File: src/rtl/axis_ser_pkg.sv
// Shared types and helpers for the AXI-stream word serializer.
package axis_ser_pkg;

    // IDLE holds no record; SEND is presenting beats of a held record.
    typedef enum logic {
        IDLE,
        SEND
    } ser_state_t;

    localparam int DEFAULT_DATA_WIDTH = 32;
    localparam int DEFAULT_NUM_WORDS  = 8;

    // A requested length larger than the buffer is clamped to the buffer depth.
    function automatic int clamp_len(input int len, input int max);
        return (len > max) ? max : len;
    endfunction

endpackage

File: src/rtl/axis_word_serializer.sv
// Accepts one wide record per load handshake and streams its words,
// lowest word first, as DATA_WIDTH beats on an AXI-stream master port.
// A new record can be accepted on the cycle its predecessor's last beat
// completes, so back-to-back records leave no idle cycle on the stream.
module axis_word_serializer
    import axis_ser_pkg::*;
#(
    parameter int DATA_WIDTH = DEFAULT_DATA_WIDTH,
    parameter int NUM_WORDS  = DEFAULT_NUM_WORDS,
    localparam int CNT_W     = $clog2(NUM_WORDS + 1)
) (
    input  logic                          m_axis_aclk,
    input  logic                          m_axis_areset,
    input  logic [NUM_WORDS*DATA_WIDTH-1:0] in_data,
    input  logic [CNT_W-1:0]              in_len,
    input  logic                          in_valid,
    output logic                          in_ready,
    output logic [DATA_WIDTH-1:0]         m_axis_tdata,
    output logic                          m_axis_tvalid,
    output logic                          m_axis_tlast,
    input  logic                          m_axis_tready,
    output logic                          busy,
    output logic [31:0]                   beats_sent
);

    localparam int IDX_W = (NUM_WORDS > 1) ? $clog2(NUM_WORDS) : 1;

    ser_state_t             stateQ, stateD;
    logic [DATA_WIDTH-1:0]  wordsQ [NUM_WORDS];
    logic [DATA_WIDTH-1:0]  wordsD [NUM_WORDS];
    logic [CNT_W-1:0]       idxQ, idxD;
    logic [CNT_W-1:0]       remQ, remD;
    logic [DATA_WIDTH-1:0]  tdataQ, tdataD;
    logic                   tvalidQ, tvalidD;
    logic                   tlastQ, tlastD;
    logic [31:0]            beatsQ, beatsD;

    logic [CNT_W-1:0]       effLen;
    logic [CNT_W-1:0]       idxNext;
    logic                   beatDone;
    logic                   lastDone;
    logic                   load;

    assign effLen   = CNT_W'(clamp_len(int'(in_len), NUM_WORDS));
    assign idxNext  = idxQ + CNT_W'(1);
    assign beatDone = tvalidQ & m_axis_tready;
    assign lastDone = beatDone & tlastQ;

    // Ready whenever idle, or combinationally on the final beat's handshake
    // so the next record loads without a bubble; held low during reset.
    assign in_ready = ~m_axis_areset &
                      ((stateQ == IDLE) | ((stateQ == SEND) & lastDone));
    assign load     = in_valid & in_ready;

    assign m_axis_tdata  = tdataQ;
    assign m_axis_tvalid = tvalidQ;
    assign m_axis_tlast  = tlastQ;
    assign busy          = (stateQ == SEND);
    assign beats_sent    = beatsQ;

    // Next-state logic: a load takes priority, then last-beat retirement,
    // then advancing to the next buffered word on an ordinary handshake.
    always_comb begin
        stateD  = stateQ;
        wordsD  = wordsQ;
        idxD    = idxQ;
        remD    = remQ;
        tdataD  = tdataQ;
        tvalidD = tvalidQ;
        tlastD  = tlastQ;
        beatsD  = beatsQ;

        if (beatDone) begin
            beatsD = beatsQ + 32'd1;
        end

        if (load && (effLen != '0)) begin
            for (int k = 0; k < NUM_WORDS; k++) begin
                wordsD[k] = in_data[k*DATA_WIDTH +: DATA_WIDTH];
            end
            stateD  = SEND;
            idxD    = '0;
            remD    = effLen;
            tdataD  = in_data[DATA_WIDTH-1:0];
            tvalidD = 1'b1;
            tlastD  = (effLen == CNT_W'(1));
        end else if (lastDone) begin
            stateD  = IDLE;
            idxD    = '0;
            remD    = '0;
            tvalidD = 1'b0;
            tlastD  = 1'b0;
        end else if (beatDone) begin
            idxD   = idxNext;
            remD   = remQ - CNT_W'(1);
            tdataD = wordsQ[idxNext[IDX_W-1:0]];
            tlastD = (remQ == CNT_W'(2));
        end
    end

    // State and output registers; reset aborts any record in flight.
    always_ff @(posedge m_axis_aclk or posedge m_axis_areset) begin
        if (m_axis_areset) begin
            stateQ  <= IDLE;
            for (int k = 0; k < NUM_WORDS; k++) begin
                wordsQ[k] <= '0;
            end
            idxQ    <= '0;
            remQ    <= '0;
            tdataQ  <= '0;
            tvalidQ <= 1'b0;
            tlastQ  <= 1'b0;
            beatsQ  <= '0;
        end else begin
            stateQ  <= stateD;
            wordsQ  <= wordsD;
            idxQ    <= idxD;
            remQ    <= remD;
            tdataQ  <= tdataD;
            tvalidQ <= tvalidD;
            tlastQ  <= tlastD;
            beatsQ  <= beatsD;
        end
    end

endmodule

File: config.mk
export PLATFORM = sky130hd
export DESIGN_NAME = axis_word_serializer
export DESIGN_NICKNAME = d
export VERILOG_FILES = /design/src/rtl/axis_ser_pkg.sv /design/src/rtl/axis_word_serializer.sv
export SDC_FILE = /design/constraint.sdc
export NUM_CORES = 1
export LEC_CHECK = 0
export CAP_MARGIN = 0
export CORE_MARGIN = 2
export CORE_UTILIZATION = 50
export CTS_BUF_LIST = sky130_fd_sc_hd__clkbuf_4 sky130_fd_sc_hd__clkbuf_8
export DETAILED_ROUTE_END_ITERATION = 16
export PLACE_DENSITY = 0.8
export SYNTH_ARGS = -nofsm -noshare
export SYNTH_HDL_FRONTEND = slang
export SYNTH_SLANG_ARGS = --single-unit
File: constraint.sdc
create_clock -name m_axis_aclk -period 12.6 [get_ports m_axis_aclk]
set_clock_uncertainty 0.1 [all_clocks]
set_input_delay 2.52 -clock m_axis_aclk [delete_from_list [all_inputs] [get_ports m_axis_aclk]]
set_output_delay 2.52 -clock m_axis_aclk [all_outputs]
set_load 0.05 [all_outputs]
==> out/metrics.cfg, run 1 <==
[route]
drt-pass1-iter-count=5
vias=11994
vias_per_cell=5.34
ant_nets=0
drt_iter0_markers=874
wl_per_cell_microns=17.6
wl_mm=39.5
drcViolationCount=0

[sta]
hold_violations=0
maxSlewHeadroom_pct=24.3
setup_viol=0
fin_crit_sh_pct=54.5
fin_setup_tns_ns=0
tightestPinTransition_ns=1.13
drv_slew=0
whs_ns=0.369
rsz0062_at_grt=false
fin_crit_ns=6.87
fin_ws_ns=5.73
fmaxAchievable_mhz=146

[synth]
yosys_most_used_dff=dfrtp_1
syn-num-nets=1774
synth_warnings=0
yosys.area.top_type=dfrtp_1
synth_seq_area_share_pct=55.2
synth-async-reset-ratio_pct=100
synthCells=1506
synth_edf_count=0
synthTopCellsByCount=815 x nand2_1, 329 x dfrtp_1, 54 x mux4_2, 28 x buf_2
syn_area_sq_um=14900
synthTopCellsByArea=dfrtp_1 55%, nand2_1 21%, mux4_2 8.2%
avgSynthCellArea_sq_um=9.89
ys_types=51
synth_top_area_share_pct=55.2
ys_seq_elements=329
synth.most_common_cell=nand2_1

[cts]
cts_tree=built
clkTransAtPathRegs_ns=0.06
cts-root-buf=clkbuf_8
hold_buffers=0
cts_resized=0
cts_max_level=2
cts_buffers=53
clkLatencyLatePin_ns=0.57
clk_path_buf_depth=3
cts_post_setup_buffers_inserted=0
cts_sinks=329

[placement]
place_ws_ns=5.73
gp_congestion=0.826
placed_area_sq_um=18300
io_buffers=331
dp_hpwl_mm=25.7
place_inst=2147

[global_route]
grt_pass1_vias=12349
grt_usage_pct=25.8
grt_overflow=0
grt_pass1_wl_mm=64.0
grt_antenna_before_repair=7
grt_max_degree=189

[hold_path]
hp-class=reg2reg

[final_layout]
finalInstanceArea_sq_um=19400
drive_above_1_share_pct=9.73
area_growth_pct=30.3
nets=2080
finalNonFillerCells=2246

[setup_path]
criticalPathCategory=in2out
critPathMaxFanout=7
crit_arrival_ns=4.25
critPathLaunchType=input pin
required_ns=9.98
end_kind=primary output

[pwr]
netSwitchingFraction_pct=36.4
internal_power_uw=2820
p_leak_uw=0.00932
irDropWorstVdd_mv=0.142
p_per_area_nw_per_um2=228
pwr-share-seq_pct=40.4
switchingPower_uw=1620
pwr-share-comb_pct=37.8
clock_power_share_pct=21.7

[floorplanning]
rows=63
core_sq_um=29500
die_w_microns=177
initial_core_util_pct=50.5
io_pins=332
die_y_microns=177
dieArea_sq_um=31200

[status]
status=finished clean

[flow_run]
drv_cap=0

## layer usage
| layer | part of all wire (%) | up-vias | global-route usage (%) |
|---|---|---|---|
| li1 | - | 5543 | - |
| met1 | 42 | 5889 | 35.0 |
| met2 | 48 | 474 | 41.7 |
| met3 | 6.9 | 88 | 4.66 |
| met4 | 3.6 | 0 | 10.3 |
| met5 | 0 | - | 0 |
## cells in the final DEF (no fill, tap or decap), types with 6 or more instances in the layout
cell,Yosys,routed
nor2_1,11,11
dfrtp_1,329,328
nand4_1,14,14
clkinv_2,0,7
nand2_1,815,815
mux4_2,54,54
a21oi_1,23,23
clkbuf_4,0,16
o211ai_1,11,11
xnor2_1,26,25
nand3_1,24,24
clkdlybuf4s50_1,0,331
diode_2,0,6
and3_1,6,6
a221o_1,17,17
buf_4,26,11
mux2i_1,17,17
clkbuf_8,1,68
mux4_1,10,10
xor2_1,6,6
## critical path, stage by stage
cell	delay, ns
clkdlybuf4s50_1	0.65
a21boi_2	0.15
nor2_1	0.12
clkdlybuf4s50_1	0.81
## power groups by stage
stage / Combinational (uW) / Sequential (uW) / Clock (uW)
final: 1680 / 1790 / 963
after global routing: 1850 / 1850 / 1030
after CTS: 1700 / 1790 / 980
after detailed placement: 1690 / 1800 / 0
after global placement: 1640 / 1770 / 0
after floorplan: 1080 / 1910 / 0
## registers in the layout, indices dropped and copies added, names as in the netlist
signal,count
m_axis_tdata,32
idxQ,3
beats_sent,32
wordsQ,256
remQ,4
m_axis_tvalid,1
m_axis_tlast,1
## cell type report
| class | instances | area, sq um |
|---|---|---|
| Timing Repair Buffer | 343 | 3420 |
| Antenna cell | 6 | 15.0 |
| Sequential cell | 329 | 8240 |
| Multi-Input combinational cell | 1079 | 6100 |
| Inverter | 6 | 30.0 |
| Tap cell | 390 | 488 |
| Clock inverter | 9 | 72.6 |
| Clock buffer | 84 | 1060 |
| Fill cell | 2272 | 10100 |
## per-stage QoR
stage | util, % | power [uW]
3_3_place_gp | 62.0 | 3410
6_report | 65.9 | 4440
5_1_grt | 65.9 | 4730
3_5_place_dp | 62.0 | 3490
2_1_floorplan | - | 2990
4_1_cts | 65.8 | 4470
## final timing paths
path,start,to,slack (ns),cells after the start
worst min-delay path,wordsQ[98]$_DFFE_PP0P_,wordsQ[98]$_DFFE_PP0P_,0.37,2
worst min register to register,wordsQ[98]$_DFFE_PP0P_,wordsQ[98]$_DFFE_PP0P_,0.37,2
worst max-delay path,m_axis_tready,in_ready,5.73,4
max in group asynchronous,m_axis_areset,idxQ[0]$_DFFE_PP0P_,7.99,3
worst max register to register,m_axis_tvalid$_DFFE_PP0P_,m_axis_tdata[26]$_DFFE_PP0P_,9.46,5
min in group asynchronous,m_axis_areset,beats_sent[1]$_DFFE_PP0N_,2.60,2
## logic make-up after synthesis
| logic type | after synthesis | share of synthesized area [%] |
|---|---|---|
| AND/OR/NAND/NOR | 895 | 23.8 |
| buffers and inverters | 98 | 4.00 |
| multiplexers | 82 | 11.1 |
| flip-flops | 329 | 55.2 |
| adder cells (fa/ha/maj) | 4 | 0.336 |
| AO/OA/AOI/OAI | 65 | 3.37 |
| XOR/XNOR | 33 | 2.07 |
No activity file was read; power rests on OpenSTA's default activity.
==> inputs of run 2 (changes only) <==
CORE_UTILIZATION = 47   (was 50)
PLACE_DENSITY = 0.79   (was 0.8)
clock period = 5.7 ns   (was 12.6 ns; I/O delays follow)
==> run 2 against run 1 <==
Effect of this change:
- clock power grew 140%
- sequential cell count stayed put
- register-to-register slack lost 7.1 ns
- via count fell by 0.54%
- critical endpoint unchanged
- largest cell class unchanged
==> out/metrics.cfg, run 2 (synthesis gave the netlist of run 1 again) <==
[setup_path]
required_ns=4.46  ; was 9.98 ns
critPathLaunchType=input pin  ; unchanged
cp.depth=4  ; unchanged
criticalPathCategory=in2out  ; unchanged
crit_arrival_ns=2.85  ; was 4.25 ns
rr_worst_depth=6  ; was 5
crit_family=buffers and inverters  ; unchanged
cp_slowest_cell=clkdlybuf4s50_1  ; unchanged
critPathMaxFanout=7  ; unchanged
end_kind=primary output  ; unchanged
path_common_cell=clkdlybuf4s50_1  ; unchanged
path_cells=clkdlybuf4s50_1 -> a21boi_2 -> nor2_1 -> clkdlybuf4s50_1  ; unchanged
path_buf_inv=2  ; unchanged
cpPeakStageDelay_ns=0.81  ; about the same

[sta]
fin_crit_sh_pct=71.8
hold_violations=0  ; unchanged
rsz0062_at_grt=false  ; unchanged
fin_crit_ns=4.09
fin_setup_tns_ns=0  ; unchanged
drv_slew=0  ; unchanged
setup_viol=0  ; unchanged
maxSlewHeadroom_pct=18.7  ; was 24.3%
tightestPinTransition_ns=1.22  ; was 1.13 ns
fmaxAchievable_mhz=244
whs_ns=0.367  ; was 0.369 ns

[cts]
cts-root-buf=clkbuf_8  ; unchanged
cts_post_setup_buffers_inserted=0  ; unchanged
cts_max_level=2  ; unchanged
clk_path_buf_depth=3  ; unchanged
hold_buffers=0  ; unchanged
cts_tree=built  ; unchanged
cts_buffers=56  ; was 53
clkLatencyLatePin_ns=0.60  ; was 0.57 ns
clkTransAtPathRegs_ns=0.06  ; about the same
cts_resized=0  ; unchanged
cts_sinks=329  ; unchanged

[final_layout]
area_growth_pct=31.7  ; was 30.3%
finalInstanceArea_sq_um=19600  ; was 19,400 sq um
fin_util_pct=62.5  ; was 65.9%
finalNonFillerCells=2273  ; was 2,246
drive_above_1_share_pct=10.4  ; was 9.73%
fillCellCount=2517  ; was 2,272
final_cell_mix=815 x nand2_1, 331 x clkdlybuf4s50_1, 328 x dfrtp_1  ; unchanged
nets=2087  ; was 2,080
largest_reg_flops=256  ; unchanged
regMostFlops=wordsQ  ; unchanged
final_common_cell=nand2_1  ; unchanged

[route]
vias_per_cell=5.25  ; was 5.34
drcViolationCount=0  ; unchanged
vias=11929  ; was 11,994
wl_mm=40.5  ; was 39.5 mm
drt_iter0_markers=963  ; was 874
ant_nets=0  ; unchanged
wl_per_cell_microns=17.8  ; was 17.6 microns
drt-pass1-iter-count=5  ; unchanged

[global_route]
grt_usage_pct=24.5  ; was 25.8%
grt_antenna_before_repair=6  ; was 7
grt_pass1_wl_mm=64.7  ; was 64.0 mm
grt_pass1_vias=12468  ; was 12,349
grt_overflow=0  ; unchanged
grt_max_degree=233  ; was 189

[floorplanning]
core_sq_um=31400  ; was 29,500 sq um
initial_core_util_pct=47.5  ; was 50.5%
die_w_microns=182  ; was 177 microns
rows=65  ; was 63
dieArea_sq_um=33100  ; was 31,200 sq um
io_pins=332  ; unchanged
die_y_microns=182  ; was 177 microns

[placement]
gp_congestion=0.840  ; was 0.826
dp_hpwl_mm=26.5  ; was 25.7 mm
placed_area_sq_um=18400  ; was 18,300 sq um
place_inst=2163  ; was 2,147
io_buffers=331  ; unchanged

[hold_path]
hp-class=reg2reg  ; unchanged
worstHoldPathCells=2  ; unchanged

[status]
status=finished clean  ; unchanged

[pwr]
p_per_area_nw_per_um2=510  ; was 228 nW/um^2
p_leak_uw=0.00942  ; was 0.00932 uW
irDropWorstVdd_mv=0.225  ; was 0.142 mV

[flow_run]
drv_cap=0  ; unchanged

-- run 2: cell types whose count changed in the layout (fill, tap and decap cells not counted), sizes merged --
cell      before  now
buf           12   16
clkinv         7   11
clkbuf        84   88
inv            6    7
clkinvlp       1    3
-- run 2: area by class of cell --
cell class | instances | area (sq um) | share of cell area (%)
Timing Repair Buffer | 347 | 3500 | 17.8
Inverter | 6 | 26.3 | 0.134
Multi-Input combinational cell | 1079 | 6100 | 31.1
Clock buffer | 88 | 1140 | 5.79
Antenna cell | 6 | 15.0 | 0.0765
Clock inverter | 16 | 120 | 0.612
Sequential cell | 329 | 8240 | 42.0
Tap cell | 402 | 503 | 2.56
-- run 2: per-stage QoR --
| step | setup WS (ns) | total power, uW |
|---|---|---|
| 6_report | 1.61 | 10000 |
| 5_1_grt | 1.50 | 10600 |
| 2_1_floorplan | 0.0673 | 6610 |
| 3_5_place_dp | 1.61 | 7750 |
| 3_3_place_gp | 1.64 | 7560 |
| 4_1_cts | 1.59 | 10100 |
-- run 2: worst reg2reg max path, stage by stage, from the launching register on --
cell and delay (ns):
dfrtp_4 0.85, ha_4 0.31, xor2_4 0.66, buf_4 0.37, mux4_1 0.60, mux2i_1 0.20
o211ai_2 0.09
-- run 2: final timing paths --
path	from	endpoint	slack, ns
worst min register to register	wordsQ[4]$_DFFE_PP0P_	wordsQ[4]$_DFFE_PP0P_	0.37
worst min-delay path	wordsQ[4]$_DFFE_PP0P_	wordsQ[4]$_DFFE_PP0P_	0.37
min in group asynchronous	m_axis_areset	wordsQ[74]$_DFFE_PP0P_	1.08
worst max register to register	idxQ[0]$_DFFE_PP0P_	m_axis_tdata[13]$_DFFE_PP0P_	2.41
max in group asynchronous	m_axis_areset	wordsQ[202]$_DFFE_PP0P_	3.23
worst max-delay path	m_axis_tready	in_ready	1.61
-- run 2: metal layers --
layer,up-vias,routed length [microns],track usage [%]
met4,0,1070,8.00
met5,-,0,0
met2,475,20000,41.5
met3,72,2740,4.97
li1,5573,-,-
met1,5809,16700,32.0
-- run 2: where the power goes --
group | total (uW) | leakage (uW) | switching (uW) | internal, uW
clock network | 2300 | 0.000670 | 983 | 1320
registers | 4000 | 0.00413 | 659 | 3340
logic | 3720 | 0.00462 | 2030 | 1690
